**src/rtl/riscv_pkg.sv**
```systemverilog
// riscv_pkg: shared RV32I widths, reset PC default and the fetch queue entry type.
package riscv_pkg;
  localparam int XLEN = 32;
  localparam int INSTR_W = 32;
  localparam logic [XLEN-1:0] RESET_PC_DEFAULT = 32'h0000_0000;
  localparam logic [INSTR_W-1:0] NOP = 32'h0000_0013;
  typedef struct packed {
    logic [XLEN-1:0]    pc;
    logic [INSTR_W-1:0] instr;
  } fetch_entry_t;
endpackage

```
**src/rtl/fetch_queue.sv**
```systemverilog
// fetch_queue: DEPTH-entry FIFO of {pc, instr} with push, pop and whole-queue flush.
module fetch_queue
  import riscv_pkg::*;
#(
  parameter int DEPTH = 2
) (
  input  logic                     clk,
  input  logic                     rst_n,
  input  logic                     push_i,
  input  logic                     pop_i,
  input  logic                     flush_i,
  input  fetch_entry_t             din_i,
  output fetch_entry_t             head_o,
  output logic [$clog2(DEPTH):0]   count_o
);
  localparam int AW = $clog2(DEPTH);
  localparam int CW = AW + 1;
  fetch_entry_t   mem_q [DEPTH];
  logic [AW-1:0]  rd_q, wr_q;
  logic [CW-1:0]  count_q;
  assign head_o  = mem_q[rd_q];
  assign count_o = count_q;
  // Pointers wrap naturally because DEPTH is a power of two.
  always_ff @(posedge clk or negedge rst_n) begin
    if (!rst_n) begin
      rd_q    <= '0;
      wr_q    <= '0;
      count_q <= '0;
      for (int i = 0; i < DEPTH; i++) mem_q[i] <= '0;
    end else if (flush_i) begin
      rd_q    <= '0;
      wr_q    <= '0;
      count_q <= '0;
    end else begin
      if (push_i) begin
        mem_q[wr_q] <= din_i;
        wr_q        <= wr_q + 1'b1;
      end
      if (pop_i) rd_q <= rd_q + 1'b1;
      count_q <= count_q + CW'(push_i) - CW'(pop_i);
    end
  end
endmodule

```
**src/rtl/fetch_unit.sv**
```systemverilog
// fetch_unit: RV32I fetch stage owning the PC, one request in flight, queued words to decode
// and branch/jump redirects that flush the queue and drop the stale in-flight response.
module fetch_unit
  import riscv_pkg::*;
#(
  parameter logic [XLEN-1:0] RESET_PC = RESET_PC_DEFAULT,
  parameter int              QDEPTH   = 2
) (
  input  logic               clk,
  input  logic               rst_n,
  output logic               imem_req_valid,
  input  logic               imem_req_ready,
  output logic [XLEN-1:0]    imem_addr,
  input  logic               imem_rsp_valid,
  input  logic [INSTR_W-1:0] imem_rsp_data,
  input  logic               redirect_valid,
  input  logic [XLEN-1:0]    redirect_base,
  input  logic [XLEN-1:0]    redirect_imm,
  output logic               redirect_misaligned,
  output logic               instr_valid,
  output logic [INSTR_W-1:0] instr,
  output logic [XLEN-1:0]    instr_pc,
  input  logic               instr_ready
);
  localparam int CW = $clog2(QDEPTH) + 1;
  logic [XLEN-1:0] pc_q, pc_d, req_pc_q, target;
  logic            out_q, out_d, drop_q, drop_d, mis_q;
  logic            accept, take, push, pop;
  logic [CW-1:0]   count;
  fetch_entry_t    head;
  assign target              = redirect_base + redirect_imm;
  assign imem_req_valid      = rst_n && !out_q && ((count + CW'(out_q)) < CW'(QDEPTH));
  assign imem_addr           = rst_n ? pc_q : '0;
  assign accept              = imem_req_valid && imem_req_ready;
  assign take                = imem_rsp_valid && out_q;
  assign push                = take && !drop_q && !redirect_valid;
  assign instr_valid         = count != '0;
  assign pop                 = instr_valid && instr_ready && !redirect_valid;
  assign instr               = head.instr;
  assign instr_pc            = head.pc;
  assign redirect_misaligned = mis_q;
  // A redirect marks the outstanding request stale unless its response lands this very cycle.
  always_comb begin
    pc_d   = redirect_valid ? {target[XLEN-1:2], 2'b00} : accept ? pc_q + XLEN'(4) : pc_q;
    out_d  = accept ? 1'b1 : take ? 1'b0 : out_q;
    drop_d = redirect_valid ? (accept || (out_q && !imem_rsp_valid)) : take ? 1'b0 : drop_q;
  end
  always_ff @(posedge clk or negedge rst_n) begin
    if (!rst_n) begin
      pc_q     <= RESET_PC;
      req_pc_q <= '0;
      out_q    <= 1'b0;
      drop_q   <= 1'b0;
      mis_q    <= 1'b0;
    end else begin
      pc_q     <= pc_d;
      out_q    <= out_d;
      drop_q   <= drop_d;
      mis_q    <= redirect_valid && (target[1:0] != 2'b00);
      if (accept) req_pc_q <= pc_q;
    end
  end
  fetch_queue #(.DEPTH(QDEPTH)) u_queue (
    .clk     (clk),
    .rst_n   (rst_n),
    .push_i  (push),
    .pop_i   (pop),
    .flush_i (redirect_valid),
    .din_i   ('{pc: req_pc_q, instr: imem_rsp_data}),
    .head_o  (head),
    .count_o (count)
  );
endmodule

```
**config.mk**
```make
export PLATFORM = sky130hd
export DESIGN_NAME = fetch_unit
export DESIGN_NICKNAME = d
export VERILOG_FILES = /design/src/rtl/riscv_pkg.sv /design/src/rtl/fetch_queue.sv /design/src/rtl/fetch_unit.sv
export SDC_FILE = /design/constraint.sdc
export NUM_CORES = 1
export LEC_CHECK = 0
export ABC_AREA = 1
export BUFFER_PORTS_ARGS = -buffer_cell sky130_fd_sc_hd__buf_2
export CAP_MARGIN = 20
export CORE_MARGIN = 2
export CORE_UTILIZATION = 30
export CTS_CLUSTER_SIZE = 14
export DETAILED_ROUTE_END_ITERATION = 6
export PLACE_DENSITY = 0.58
export SLEW_MARGIN = 15
export SYNTH_ARGS = -nofsm -noshare
export SYNTH_HDL_FRONTEND = slang
export SYNTH_SLANG_ARGS = --single-unit
```
**constraint.sdc**
```tcl
create_clock -name clk -period 4.8 [get_ports clk]
set_clock_uncertainty 0.05 [all_clocks]
set_input_delay 0.24 -clock clk [delete_from_list [all_inputs] [get_ports clk]]
set_output_delay 0.24 -clock clk [all_outputs]
set_load 0.02 [all_outputs]
```
Word level (Yosys, flattened, before mapping)

Index checks and enable logic that the tools add are counted.

Mux-type cells: 17
$lt $le $gt $ge: 4
Reductions and logical operators: 24
Bitwise logic cells: 3
$add $sub $neg: 7

Operators with widths:

| kind                    | count |
|---|---|
| $mux W64                | 4 |
| $bwmux W128             | 1 |
| $mux W32                | 3 |
| $demux W64 S1           | 1 |
| $add A32 B3 Y32 const B | 1 |
| $add A32 B32 Y32        | 1 |
| $reduce_bool A2 Y1      | 7 |
| $logic_and A1 B1 Y1     | 11 |
| $mux W1                 | 7 |
| $add A2 B1 Y2           | 2 |
| $ge A2 B2 Y1 const B    | 2 |
| $logic_not A1 Y1        | 4 |
| $not A1 Y2              | 2 |
| $add A1 B1 Y1 const B   | 2 |
| $lt A2 B1 Y1 const B    | 1 |
| $lt A2 B2 Y1 const B    | 1 |
| $mux W2                 | 1 |
| $reduce_and A2 Y1       | 1 |
| $sub A2 B1 Y2           | 1 |
| $logic_or A1 B1 Y1      | 1 |
| $not A1 Y1              | 1 |

Register bits: 199
Word-level logic and storage cells: 67

Longest topological paths before layout

Depth after elaboration: 6
Gate-level depth with buffers: 15
Mapped depth without buffers: 15

Modules after synthesis

A second synthesis with hierarchy kept.

Cells, all modules: 1604
Area, all modules: 12071.6 um^2

Modules (own cells, without submodules):

| module      | area an instance (um^2) | instances | seq. area each (um^2) | cells each |
|---|---|---|---|---|
| fetch_queue | 6082.1                  | 1         | 3303.2                | 573 |
| fetch_unit  | 5989.5                  | 1         | 1576.5                | 1031 |

Least setup slack after synthesis

Ideal clock, no wire load.

Path type: input -> register
Start: in redirect_base[0]
End: reg pc_q[30]
Setup time: 113 ps
Slack: 3024 ps
Cell stages on the path: 14
Data arrival time: 1613 ps
Cell sequence: ha_1 > fa_1 > nand2_1 > nand2_1 > nand3_1 > nand2_1 > nand2_1 > nand2_1 > nand2_1 > nand2_1 > nand2_1 > nand3_1 > nand2_1 > inv_1

Longest elaborated chain between the ends: 2

RTL lines:

| item                 | RTL line         | text |
|---|---|---|
| from (decl)          | fetch_unit.sv:17 | `input logic [XLEN-1:0] redirect_base,` |
| $add A32 B32 Y32     | fetch_unit.sv:31 | `assign target = redirect_base + redirect_imm;` |
| $mux W32             | fetch_unit.sv:44 | `pc_d = redirect_valid ? {target[XLEN-1:2], 2'b00} : accept ? pc_q + XLEN'(4) : pc_q;` |
| to (signal assigned) | fetch_unit.sv:56 | `pc_q <= pc_d;` |
| to (decl)            | fetch_unit.sv:26 | `logic [XLEN-1:0] pc_q, pc_d, req_pc_q, target;` |

No other way between the ends.
A chain may end at the register's enable or synchronous reset.

Worst setup path after layout

Start: in rst_n
End: out imem_addr[17]

Longest elaborated chain between the ends: 1

RTL lines:

| item        | RTL line         | text |
|---|---|---|
| from (decl) | fetch_unit.sv:10 | `input logic rst_n,` |
| $mux W32    | fetch_unit.sv:33 | `assign imem_addr = rst_n ? pc_q : '0;` |
| to (decl)   | fetch_unit.sv:13 | `output logic [XLEN-1:0] imem_addr,` |

No other way between the ends.

==> impl_results.md <==
- Die X: 201 um
- Final worst path period need: 2.95 ns
- DRT Wirelength: 32,300 um
- Core area: 0.0386 mm^2
- HP Start: imem_rsp_data[4]
- Largest net degree at the start of global routing: 125
- Yosys cell types: 41
- Initial antenna violation count: 0
- Drt first-iter violations: 862
- Dpl hpwl: 23,800 um
- RePlAce Congestion: 0.926
- Avg WL per Cell: 13.3 um
- Period Utilization, post-route: 0.614
- Setup slack after layout: 1.85 ns
- Proportion of layout cells with a drive suffix above 1: 0.140
- Crit path to: imem_addr[17]
- Largest cells by area after synthesis: dfrtp_1 (41%), nand2_1 (22%), inv_1 (9.1%)
- Cts bufs inserted: 17
- Multi-input gate area: 0.00554 mm^2
- LEAKAGE: 7.94 nW
- Mapped Area: 0.0117 mm^2
- Antenna Cells: 0
- Req. time, crit path: 4.51 ns
- Clk root buf: clkbuf_16
- Initial Util: 0.303
- Total grt overflow: 0
- CTS H-tree lvls: 4
- Clk_lat worst skew: 0.42 ns
- Final Max Slew Viols: 0
- Max-cap violations: 0
- Post-route ant nets: 0
- Worst Tran Pin Value: 0.944 ns
- Row count: 72
- Bufs on Longest Clock Path: 2
- Synth Area per Inst: 6.72 um^2
- WP data arrival: 2.66 ns
- R2r endpoint: pc_q[10]
- Sequential fraction of the synthesis area: 0.410
- Yosys reg bits: 191
- Full die area: 0.0405 mm^2
- Via density: 4.45
- Die height: 201 um
- DRC Markers: 0
- Filler Cell Count: 4,314
- P&R area growth vs syn: 17.7%
- Worst min path class: in2reg
- Unrepaired setup endpoints after global routing: false
- Pre-CTS WS: 2.06 ns
- Setup TNS: 0 ns
- First-pass GRT wire length: 52,800 um
- Initial DRT Pass Iterations: 5
- Final setup fails: 0
- Hold Fails Final Rpt: 0
- Clock sink count: 191
- Fmax: 0.340 GHz
- Max transition margin: 0.370
- I/O pin total: 201
- Final #Nets: 2,035
- CP Capture Type: output port
- FF/Latch Area: 0.00478 mm^2
- Via Count: 10,800
- Synth top area share: 0.410
- Clock slew at reported path FFs: 0.07 ns
- Mapped Cells: 1,737
- CP Launch Type: primary input
- Max IR drop VDD: 0.232 mV
- R2r setup slk: 2.56 ns
- Worst reg2reg path startpoint: u_queue.count_o[1]
- Number of setup buffers added after CTS: 0
- Crit-path max FO: 96
- Pwr/cell area: 421 mW/mm^2
- Buffers on Ports: 196
- Setup crit start: rst_n
- Vias in the first global route: 10,100
- Synth warnings: 0
- CTS tree: yes
- Leading area contributor after synthesis: dfrtp_1
- Tot GR Track Use: 0.160
- Kind of critical path: in2out
- Status: complete, no violations
- Worst R2R Path Depth: 8
critical path, cell delays in order:
cell and delay, ns:
dlygate4sd3_1 0.54, clkbuf_8 0.58, buf_4 0.79, nand2_1 0.11, inv_1 0.13, buf_2 0.18
cell families after synthesis:
logic type      synth area share
compound gates             0.103
xor+xnor                 0.00901
fa+ha+maj                 0.0382
buf+inv                    0.118
flops                      0.410
other cells             0.000321
simple gates               0.322
stage by stage:
stage	util	instance area [um^2]	total power, W	cells	hold WS (ns)
2_1_floorplan	-	11700	0.00366	1740	-0.106
4_1_cts	0.355	13700	0.00584	2428	0.00423
3_3_place_gp	0.339	13100	0.00434	2395	0.315
3_5_place_dp	0.339	13100	0.00438	2395	0.319
6_report	0.356	13700	0.00578	2429	0.0283
5_1_grt	0.356	13700	0.00623	2429	0.0139
cells in the final DEF (no fill, tap or decap), types with 3 or more instances in the layout:
cell / synthesis / routed
nand2_1: 687 / 684
inv_1: 283 / 283
buf_2: 22 / 195
dfrtp_1: 191 / 190
o21ai_0: 180 / 180
nor2_1: 90 / 90
nand3_1: 78 / 78
a21oi_1: 37 / 37
ha_1: 34 / 34
nand4_1: 19 / 19
clkbuf_16: 0 / 17
xor2_1: 10 / 10
nor3_1: 8 / 8
nand2_4: 4 / 6
inv_6: 0 / 6
buf_4: 6 / 6
nor3_2: 4 / 4
and2_1: 4 / 4
nor2_4: 4 / 4
o22ai_1: 4 / 4
conb_1: 1 / 4
inv_2: 3 / 3
or2_2: 3 / 3
o21bai_1: 3 / 3
nor2_2: 3 / 3
a31oi_1: 3 / 3
clkbuf_8: 0 / 3
clkinvlp_4: 0 / 3
routing by layer:
| layer | vias to the layer above | routed length [um] | track usage |
|---|---|---|---|
| met1 | 4842 | 15900 | 0.232 |
| met5 | - | 0 | 0 |
| li1 | 5651 | - | - |
| met3 | 30 | 1420 | 0.0214 |
| met4 | 0 | 480 | 0.0389 |
| met2 | 294 | 14500 | 0.255 |
how the worst min path moves through the flow:
stage | end | slack (ns) | depth (start not counted)
final | u_queue.mem_q[68] | 0.03 | 3
after global routing | u_queue.mem_q[75] | 0.01 | 3
after CTS | u_queue.mem_q[68] | 0.004 | 3
after detailed placement | u_queue.mem_q[92] | 0.32 | 1
after global placement | u_queue.mem_q[92] | 0.32 | 1
after floorplan | drop_q | -0.11 | 0
registers in the layout, indices dropped and copies added, names as in the netlist:
signal / cells
u_queue.mem_q: 124
pc_q: 30
req_pc_q: 30
u_queue.count_o: 2
drop_q: 1
out_q: 1
redirect_misaligned: 1
u_queue.rd_q: 1
u_queue.wr_q: 1
cell type report:
class	instances	share of cell area
clock inverters	13	0.0108
repair buffers	205	0.0789
clock buffers	19	0.0330
inverters	287	0.0785
flip-flops and latches	191	0.348
well taps	518	0.0472
multi-input cells	1196	0.403
cells in the mapped netlist:
cell and number:
a21o_1 2, a21oi_1 37, a22oi_1 2, a311oi_1 1, a31oi_1 3, and2_1 4
buf_1 3, buf_2 22, buf_4 6, clkbuf_1 34, clkbuf_2 1, clkinv_2 1
conb_1 1, dfrtp_1 191, fa_1 1, ha_1 34, inv_1 283, inv_2 3
nand2_1 687, nand2_4 4, nand3_1 78, nand3_2 1, nand3b_1 1, nand4_1 19
nand4_4 1, nor2_1 90, nor2_2 3, nor2_4 4, nor2_8 1, nor3_1 8
nor3_2 4, nor3_4 1, nor3b_2 1, nor4_1 2, o21ai_0 180, o21ai_1 1
o21bai_1 3, o22ai_1 4, or2_2 3, xnor2_1 2, xor2_1 10
timing repair:
action,CTS,global route
resized for setup,0,0
hold buffers,1,0
endpoints found under the hold margin,93,0
where the power goes:
group | internal [W] | switching [W] | total (W)
registers | 0.00207 | 0.000302 | 0.00237
logic | 0.000651 | 0.00131 | 0.00196
clock network | 0.000806 | 0.000638 | 0.00144
Note: power is estimated with default switching activity, not from simulation.
